File: src/rtl/ram16k_dma_if.sv
// rtl/ram16k_dma_if.sv - RAM16K port bundle between the DMA engine (master) and the RAM (slave)
//
// ram_address : 14-bit word address driven by the master
// ram_in      : 16-bit write data driven by the master
// ram_load    : write enable driven by the master
// ram_out     : 16-bit combinational read data of ram_address, driven by the RAM
interface ram16k_dma_if;
    logic [13:0] ram_address;
    logic [15:0] ram_in;
    logic        ram_load;
    logic [15:0] ram_out;

    modport master (
        output ram_address,
        output ram_in,
        output ram_load,
        input  ram_out
    );

    modport slave (
        input  ram_address,
        input  ram_in,
        input  ram_load,
        output ram_out
    );
endinterface

File: src/rtl/ram16k_dma.sv
// rtl/ram16k_dma.sv - block fill / block copy bus master for the RAM16K data memory
//
// Ports:
//   CLK, RESET_N      : clock, synchronous active-low reset
//   start, mode       : transfer request (sampled in IDLE only), 0 = copy, 1 = fill
//   src, dst          : copy source / destination base word addresses
//   len               : word count, values above 16384 saturate to 16384
//   fill_value        : word written by a fill
//   busy, done        : transfer in progress, one-cycle completion pulse
//   error             : sticky read-back mismatch (verify build only, else 0)
//   ram (master)      : RAM16K address/in/load outputs and combinational out input
//
// Build option: define RAM16K_DMA_VERIFY_EN to read back every written word
// in a CHK cycle and flag mismatches on error.
module ram16k_dma (
    input  logic              CLK,
    input  logic              RESET_N,
    input  logic              start,
    input  logic              mode,
    input  logic [13:0]       src,
    input  logic [13:0]       dst,
    input  logic [14:0]       len,
    input  logic [15:0]       fill_value,
    output logic              busy,
    output logic              done,
    output logic              error,
    ram16k_dma_if.master      ram
);

`ifdef RAM16K_DMA_VERIFY_EN
    typedef enum logic [2:0] {S_IDLE, S_RD, S_WR, S_CHK, S_DONE} state_t;
`else
    typedef enum logic [2:0] {S_IDLE, S_RD, S_WR, S_DONE} state_t;
`endif

    state_t      state_q;
    state_t      state_d;
    logic        mode_q;
    logic [13:0] src_q;
    logic [13:0] dst_q;
    logic [14:0] count_q;
    logic [15:0] data_q;
    logic [14:0] len_sat;

    assign len_sat = (len > 15'd16384) ? 15'd16384 : len;

    always_ff @(posedge CLK) begin
        if (!RESET_N) begin
            state_q <= S_IDLE;
        end else begin
            state_q <= state_d;
        end
    end

    always_comb begin
        state_d = state_q;
        case (state_q)
            S_IDLE: begin
                if (start) begin
                    if (len_sat == 15'd0) begin
                        state_d = S_DONE;
                    end else begin
                        state_d = mode ? S_WR : S_RD;
                    end
                end
            end
            S_RD: state_d = S_WR;
            S_WR: begin
`ifdef RAM16K_DMA_VERIFY_EN
                state_d = S_CHK;
`else
                // count_q still holds the pre-decrement value here
                if (count_q == 15'd1) begin
                    state_d = S_DONE;
                end else begin
                    state_d = mode_q ? S_WR : S_RD;
                end
`endif
            end
`ifdef RAM16K_DMA_VERIFY_EN
            S_CHK: begin
                if (count_q == 15'd0) begin
                    state_d = S_DONE;
                end else begin
                    state_d = mode_q ? S_WR : S_RD;
                end
            end
`endif
            S_DONE: state_d = S_IDLE;
            default: state_d = S_IDLE;
        endcase
    end

    always_comb begin
        busy            = 1'b0;
        done            = 1'b0;
        ram.ram_address = 14'd0;
        ram.ram_in      = data_q;
        ram.ram_load    = 1'b0;
        case (state_q)
            S_RD: begin
                busy            = 1'b1;
                ram.ram_address = src_q;
            end
            S_WR: begin
                busy            = 1'b1;
                ram.ram_address = dst_q;
                ram.ram_load    = 1'b1;
            end
`ifdef RAM16K_DMA_VERIFY_EN
            S_CHK: begin
                busy            = 1'b1;
                // dst_q already advanced; modulo-2^14 subtraction gives the word just written
                ram.ram_address = dst_q - 14'd1;
            end
`endif
            S_DONE: done = 1'b1;
            default: ;
        endcase
    end

`ifdef RAM16K_DMA_VERIFY_EN
    logic error_q;
    assign error = error_q;
`else
    assign error = 1'b0;
`endif

    always_ff @(posedge CLK) begin
        if (!RESET_N) begin
            mode_q  <= 1'b0;
            src_q   <= 14'd0;
            dst_q   <= 14'd0;
            count_q <= 15'd0;
            data_q  <= 16'd0;
`ifdef RAM16K_DMA_VERIFY_EN
            error_q <= 1'b0;
`endif
        end else begin
            case (state_q)
                S_IDLE: begin
                    if (start) begin
                        mode_q  <= mode;
                        src_q   <= src;
                        dst_q   <= dst;
                        count_q <= len_sat;
                        // copies overwrite this in RD before it is ever written out
                        data_q  <= fill_value;
`ifdef RAM16K_DMA_VERIFY_EN
                        error_q <= 1'b0;
`endif
                    end
                end
                S_RD: data_q <= ram.ram_out;
                S_WR: begin
                    count_q <= count_q - 15'd1;
                    src_q   <= src_q + 14'd1;
                    dst_q   <= dst_q + 14'd1;
                end
`ifdef RAM16K_DMA_VERIFY_EN
                S_CHK: begin
                    if (ram.ram_out != data_q) begin
                        error_q <= 1'b1;
                    end
                end
`endif
                default: ;
            endcase
        end
    end

endmodule

File: src/flat_wrapper.sv
// flat-port wrapper written by rule: the top's interface ports become plain ports
module ram16k_dma_flat 
  (CLK, RESET_N, start, mode, src, dst, len, fill_value, busy, done, error, ram_ram_address, ram_ram_in, ram_ram_load, ram_ram_out);
  ram16k_dma_if ram_i ();
  input  logic CLK;
  input  logic RESET_N;
  input  logic start;
  input  logic mode;
  input  logic [13:0] src;
  input  logic [13:0] dst;
  input  logic [14:0] len;
  input  logic [15:0] fill_value;
  output logic busy;
  output logic done;
  output logic error;
  output wire logic [$bits(ram_i.ram_address)-1:0] ram_ram_address;
  output wire logic [$bits(ram_i.ram_in)-1:0] ram_ram_in;
  output wire logic [$bits(ram_i.ram_load)-1:0] ram_ram_load;
  input wire logic [$bits(ram_i.ram_out)-1:0] ram_ram_out;
  assign ram_ram_address = ram_i.ram_address;
  assign ram_ram_in = ram_i.ram_in;
  assign ram_ram_load = ram_i.ram_load;
  assign ram_i.ram_out = ram_ram_out;
  ram16k_dma u_core (.CLK(CLK), .RESET_N(RESET_N), .start(start), .mode(mode), .src(src), .dst(dst), .len(len), .fill_value(fill_value), .busy(busy), .done(done), .error(error), .ram(ram_i));
endmodule
File: config.mk
export PLATFORM = sky130hd
export DESIGN_NAME = ram16k_dma_flat
export DESIGN_NICKNAME = d
export VERILOG_FILES = /design/src/rtl/ram16k_dma_if.sv /design/src/rtl/ram16k_dma.sv /design/src/flat_wrapper.sv
export SDC_FILE = /design/constraint.sdc
export NUM_CORES = 1
export LEC_CHECK = 0
export BUFFER_PORTS_ARGS = -buffer_cell sky130_fd_sc_hd__buf_2
export CORE_ASPECT_RATIO = 1.2
export CORE_MARGIN = 2
export CORE_UTILIZATION = 55
export DETAILED_ROUTE_END_ITERATION = 10
export GPL_ROUTABILITY_DRIVEN = 0
export PLACE_DENSITY = 0.82
export SYNTH_ARGS = -nofsm -noshare
export SYNTH_HDL_FRONTEND = slang
export SYNTH_SLANG_ARGS = --single-unit
File: constraint.sdc
create_clock -name CLK -period 4.95 [get_ports CLK]
set_input_delay 0.99 -clock CLK [delete_from_list [all_inputs] [get_ports CLK]]
set_output_delay 0.99 -clock CLK [all_outputs]
set_load 0.01 [all_outputs]
Yosys cells after proc, flatten, opt, wreduce, memory -nomap -nowiden:

Index checks and enable logic that the tools add are counted.

* bits in registers: 63
* input port bits: 79
* output and inout bits: 34
* word-level logic and storage cells: 42

* add/sub/neg operators: 3
* $lt $le $gt $ge: 1
* equality and inequality tests: 5
* muxes and demuxes: 19
* reductions and logical operators: 8

Operator list (count)
* case mux 14 bit (2 select lines): 3
* case mux 16 bit (2 select lines): 1
* 2-to-1 mux 15 bit: 2
* case mux 15 bit (2 select lines): 1
* adder 14 x 1 -> 14 bit, second input constant: 2
* 2-to-1 mux 14 bit: 2
* 2-to-1 mux 16 bit: 1
* equality test 15 x 1 -> 1 bit, second input constant: 1
* > comparator 15 bit, second input constant: 1
* logical NOT 15 bit: 1
* subtractor 15 x 1 -> 15 bit, second input constant: 1
* 2-to-1 mux 3 bit: 3
* case mux 3 bit (3 select lines): 1
* equality test 3 x 2 -> 1 bit, second input constant: 2
* AND reduction 2 bit: 3
* 2-to-1 mux 2 bit: 2
* nonzero test 2 bit: 2
* equality test 3 x 1 -> 1 bit, second input constant: 1
* logical NOT 3 bit: 1
* 2-to-1 mux 1 bit: 3
* inequality test 2 bit, second input constant: 1
* OR reduction 2 bit: 1

Logic depth before layout (Yosys ltp):

* word-level depth: 6
* mapped depth: 9
* depth with buffers taken out: 6

Least setup slack after synthesis:

No wires, ideal clock.

* kind: register to output
* start point: register u_core.state_q[0]
* end point: output port ram_ram_address[10]
* arrival: 1.741 ns
* required time: 3.960 ns
* slack: 2.219 ns
* stages on the path, launching flop included: 8
* buffers on the path: 3
* cell sequence: dfxtp_1 > inv_1 > ha_1 > buf_2 > clkbuf_1 > clkbuf_1 > a22oi_1 > nor2b_1

* longest elaborated chain between the ends: 2
* elaborated cells between the ends (all ways): 3
* those cells by class: eq/ne: 2; mux: 1

Ends and longest elaborated chain
* from (decl): line ram16k_dma.sv:36 `state_t state_q;`
* from (signal assigned): line ram16k_dma.sv:51 `state_q <= state_d;`
* equality test 3 x 2 -> 1 bit / equality test 3 x 1 -> 1 bit (equally long branches): line ram16k_dma.sv:100 `case (state_q)`
* case mux 14 bit (2 select lines) (*): line ram16k_dma.sv:100
* to (decl): line flat_wrapper.sv:16 `output wire logic [$bits(ram_i.ram_address)-1:0] ram_ram_address;`

Mark *: on every way between the ends. The rest lies on a longest branch, timed or not.

Final worst setup path:

* start point: register u_core.state_q[0]
* end point: output port ram_ram_address[6]

The elaborated chain is that of the path after synthesis.

==> impl_metrics.tcl <==
set metrics [dict create \
    outcome "complete, no violations" \
    synth_most_common_cell "dfxtp_1" \
    synth_edf_count 0 \
    cts-root-buf "clkbuf_8" \
    cap_violations 0 \
    postCtsSetupBuffers 0 \
    firstDrtPassIters 6 \
    hold_depth 2 \
    synth_area_mm2 0.00388 \
    vias 4283 \
    cts_sinks 62 \
    die_x_um 80.7 \
    r2r_start "u_core.state_q[0]" \
    num_antenna_cells 0 \
    clk_pin_slew_ns 0.08 \
    viasPerCell 6.42 \
    skew_ns 0.0130 \
    ctsResizeCount 0 \
    cts_max_level 3 \
    cts.path.max_buffers 2 \
    portBuffers 111 \
    wirelength_um 11500 \
    min_period_over_period_pct 68.3 \
    drc 0 \
    slew_violations 0 \
    synth_top_cell_by_area "dfxtp_1" \
    synth_cell_type_count 60 \
    clock_latency_ns 0.35 \
    synth_nets 581 \
    synth.area.top_cells "dfxtp_1 32%, mux2i_1 5.9%, nor2_1 4.4%, a211oi_1 4.1%, a22oi_1 3.7%" \
    r2r_cells 6 \
    synth_top_cell_area_share_pct 32.0 \
    r2r_end "u_core.dst_q[11]" \
    reg2reg_slack_ns 2.16 \
    path_class "reg -> out" \
    die_y_um 96.0 \
    antenna_found_initial 0 \
    fin_nets 662 \
    setup_ws_ns 1.57 \
    max_slew_margin_pct 17.0 \
    grt_overflow_total 0 \
    cp_data_required_time_ns 3.96 \
    grt_usage_pct 29.5 \
    synth_seq_area_share_pct 32.0 \
    synthTopCellsByCount "62 x dfxtp_1, 45 x nor2_1, 36 x clkbuf_1" \
    met2_usage_pct 47.2 \
    core_mm2 0.00685 \
    worstSetupEndpointType "output pin" \
    crit_end "ram_ram_address[6]" \
    grt_setup_unrepaired "false" \
    hpwl_um 7850 \
    grt_busiest_layer "met2" \
    synth_cells 494 \
    path_max_fanout 47 \
    cp_slowest_stage_delay_ns 0.54 \
    wl_per_cell_um 17.2 \
    crit_start "u_core.state_q[0]" \
    finalSetupViolCount 0 \
    cts_hold_buffers 0 \
    min_period_ns 3.38 \
    ios 113 \
    grt_pass1_vias 3843 \
    drt-initial-drc-count 285 \
    area_growth_pct 19.0 \
    post-place-ws_ns 1.75 \
    drive_gt1_share_pct 26.2 \
    power_density_mw_per_mm2 378 \
    tightest_slew_ns 1.22 \
    grt_start_max_net_pins 48 \
    hp-class "reg -> reg" \
    cts_inserted_buffers 9 \
    ys.flop_type "dfxtp_1" \
    grtUsageMet1_pct 37.5 \
    synth.ff_latch_count 62 \
    num_rows 33 \
    startpoint_type "flop" \
    fmax_ghz 0.296 \
    ir_drop_mv 0.190 \
    slowest_stage "ha_2" \
    ant_nets 0 \
    cts_tree "built" \
    syn-mean-instance-area_um2 7.85 \
    start_util_pct 56.6 \
    p_leak_nw 1.81 \
    ys.warnings.count 0 \
    hold_viol 0 \
    fin_util_pct 67.3 \
    grt_pass1_wl_um 17900 \
    dieArea_mm2 0.00774 \
    crit_chain "inv_1 -> ha_2 -> buf_4 -> a22oi_1 -> nor2b_1 -> buf_2" \
    grtUsageMet3_pct 4.32 \
    async_flop_share_pct 0 \
    worst-endpoint-arrival_ns 2.39 \
    setup_tns_ns 0 \
]
-- cell usage in the layout, fill, tap and decap left out, types with 5 or more instances in the layout --
cell type	instances
dfxtp_1	62
o21ai_0	21
a31oi_1	14
a21oi_1	25
nand3_1	22
or3_1	6
nor2b_1	18
nand4_1	10
nor2_1	45
ha_1	7
a22oi_1	19
nor3_1	11
inv_1	9
clkbuf_8	11
nand2_1	34
and3_1	7
a211oi_1	21
mux2i_1	22
nor4_1	10
buf_2	111
o221a_2	8
a311oi_1	5
-- power by group --
group          internal, W  leakage, nW  switching, W
clock network     0.000258        0.106      0.000207
registers         0.000581        0.511     0.0000881
logic             0.000249         1.20      0.000360
total              0.00109         1.81      0.000655
-- per-stage QoR --
| stage | total power (W) | cell area [µm²] | hold WS [ns] | instances |
|---|---|---|---|---|
| finish | 0.00174 | 4610 | 0.480 | 667 |
| floorplan | 0.00110 | 3880 | 0.450 | 494 |
| CTS | 0.00174 | 4610 | 0.480 | 667 |
| global placement | 0.00126 | 4410 | 0.469 | 651 |
| global route | 0.00184 | 4610 | 0.499 | 667 |
| detailed placement | 0.00128 | 4410 | 0.470 | 651 |
-- area by class of cell --
class	count	area [µm²]
sequential	62	1240
clock inverter	4	45.0
multi-input combinational	376	2440
tap	87	109
timing repair buffer	115	586
fill	612	2240
inverter	11	41.3
clock buffer	12	155
-- registers in the layout, summed over array words and instances (netlist names) --
signal             count
u_core.ram.ram_in     16
u_core.count_q        15
u_core.dst_q          14
u_core.src_q          14
u_core.state_q         2
u_core.mode_q          1
-- routing by layer --
layer | share of wire [%] | routed length [µm]
met4 | 3.9 | 448
met3 | 7.6 | 866
met1 | 40 | 4580
met5 | 0 | 0
met2 | 49 | 5570
-- worst max-delay path: cells and delay by family (launching register included) --
kind / cells / cell delay, ns
and+or+nand+nor: 1 / 0.14
adders and majority gates: 1 / 0.54
buffers and inverters: 3 / 0.79
DFF: 1 / 0.34
AOI/OAI and AO/OA: 1 / 0.20
-- logic make-up after synthesis --
group,synth area share (%)
AO/OA/AOI/OAI,28.4
adder cells (fa/ha/maj),2.58
buffers and inverters,5.65
flip-flops,32.0
multiplexers,6.81
other,0.0967
AND/OR/NAND/NOR,24.5
-- how the worst min path moves through the flow --
| stage | from | end | slack [ns] |
|---|---|---|---|
| floorplan | u_core.mode_q | u_core.mode_q | 0.45 |
| global placement | u_core.mode_q | u_core.mode_q | 0.47 |
| detailed placement | u_core.mode_q | u_core.mode_q | 0.47 |
| CTS | u_core.mode_q | u_core.mode_q | 0.48 |
| global route | u_core.mode_q | u_core.mode_q | 0.50 |
| finish | u_core.mode_q | u_core.mode_q | 0.48 |
Power figures use the tool's default switching activity.
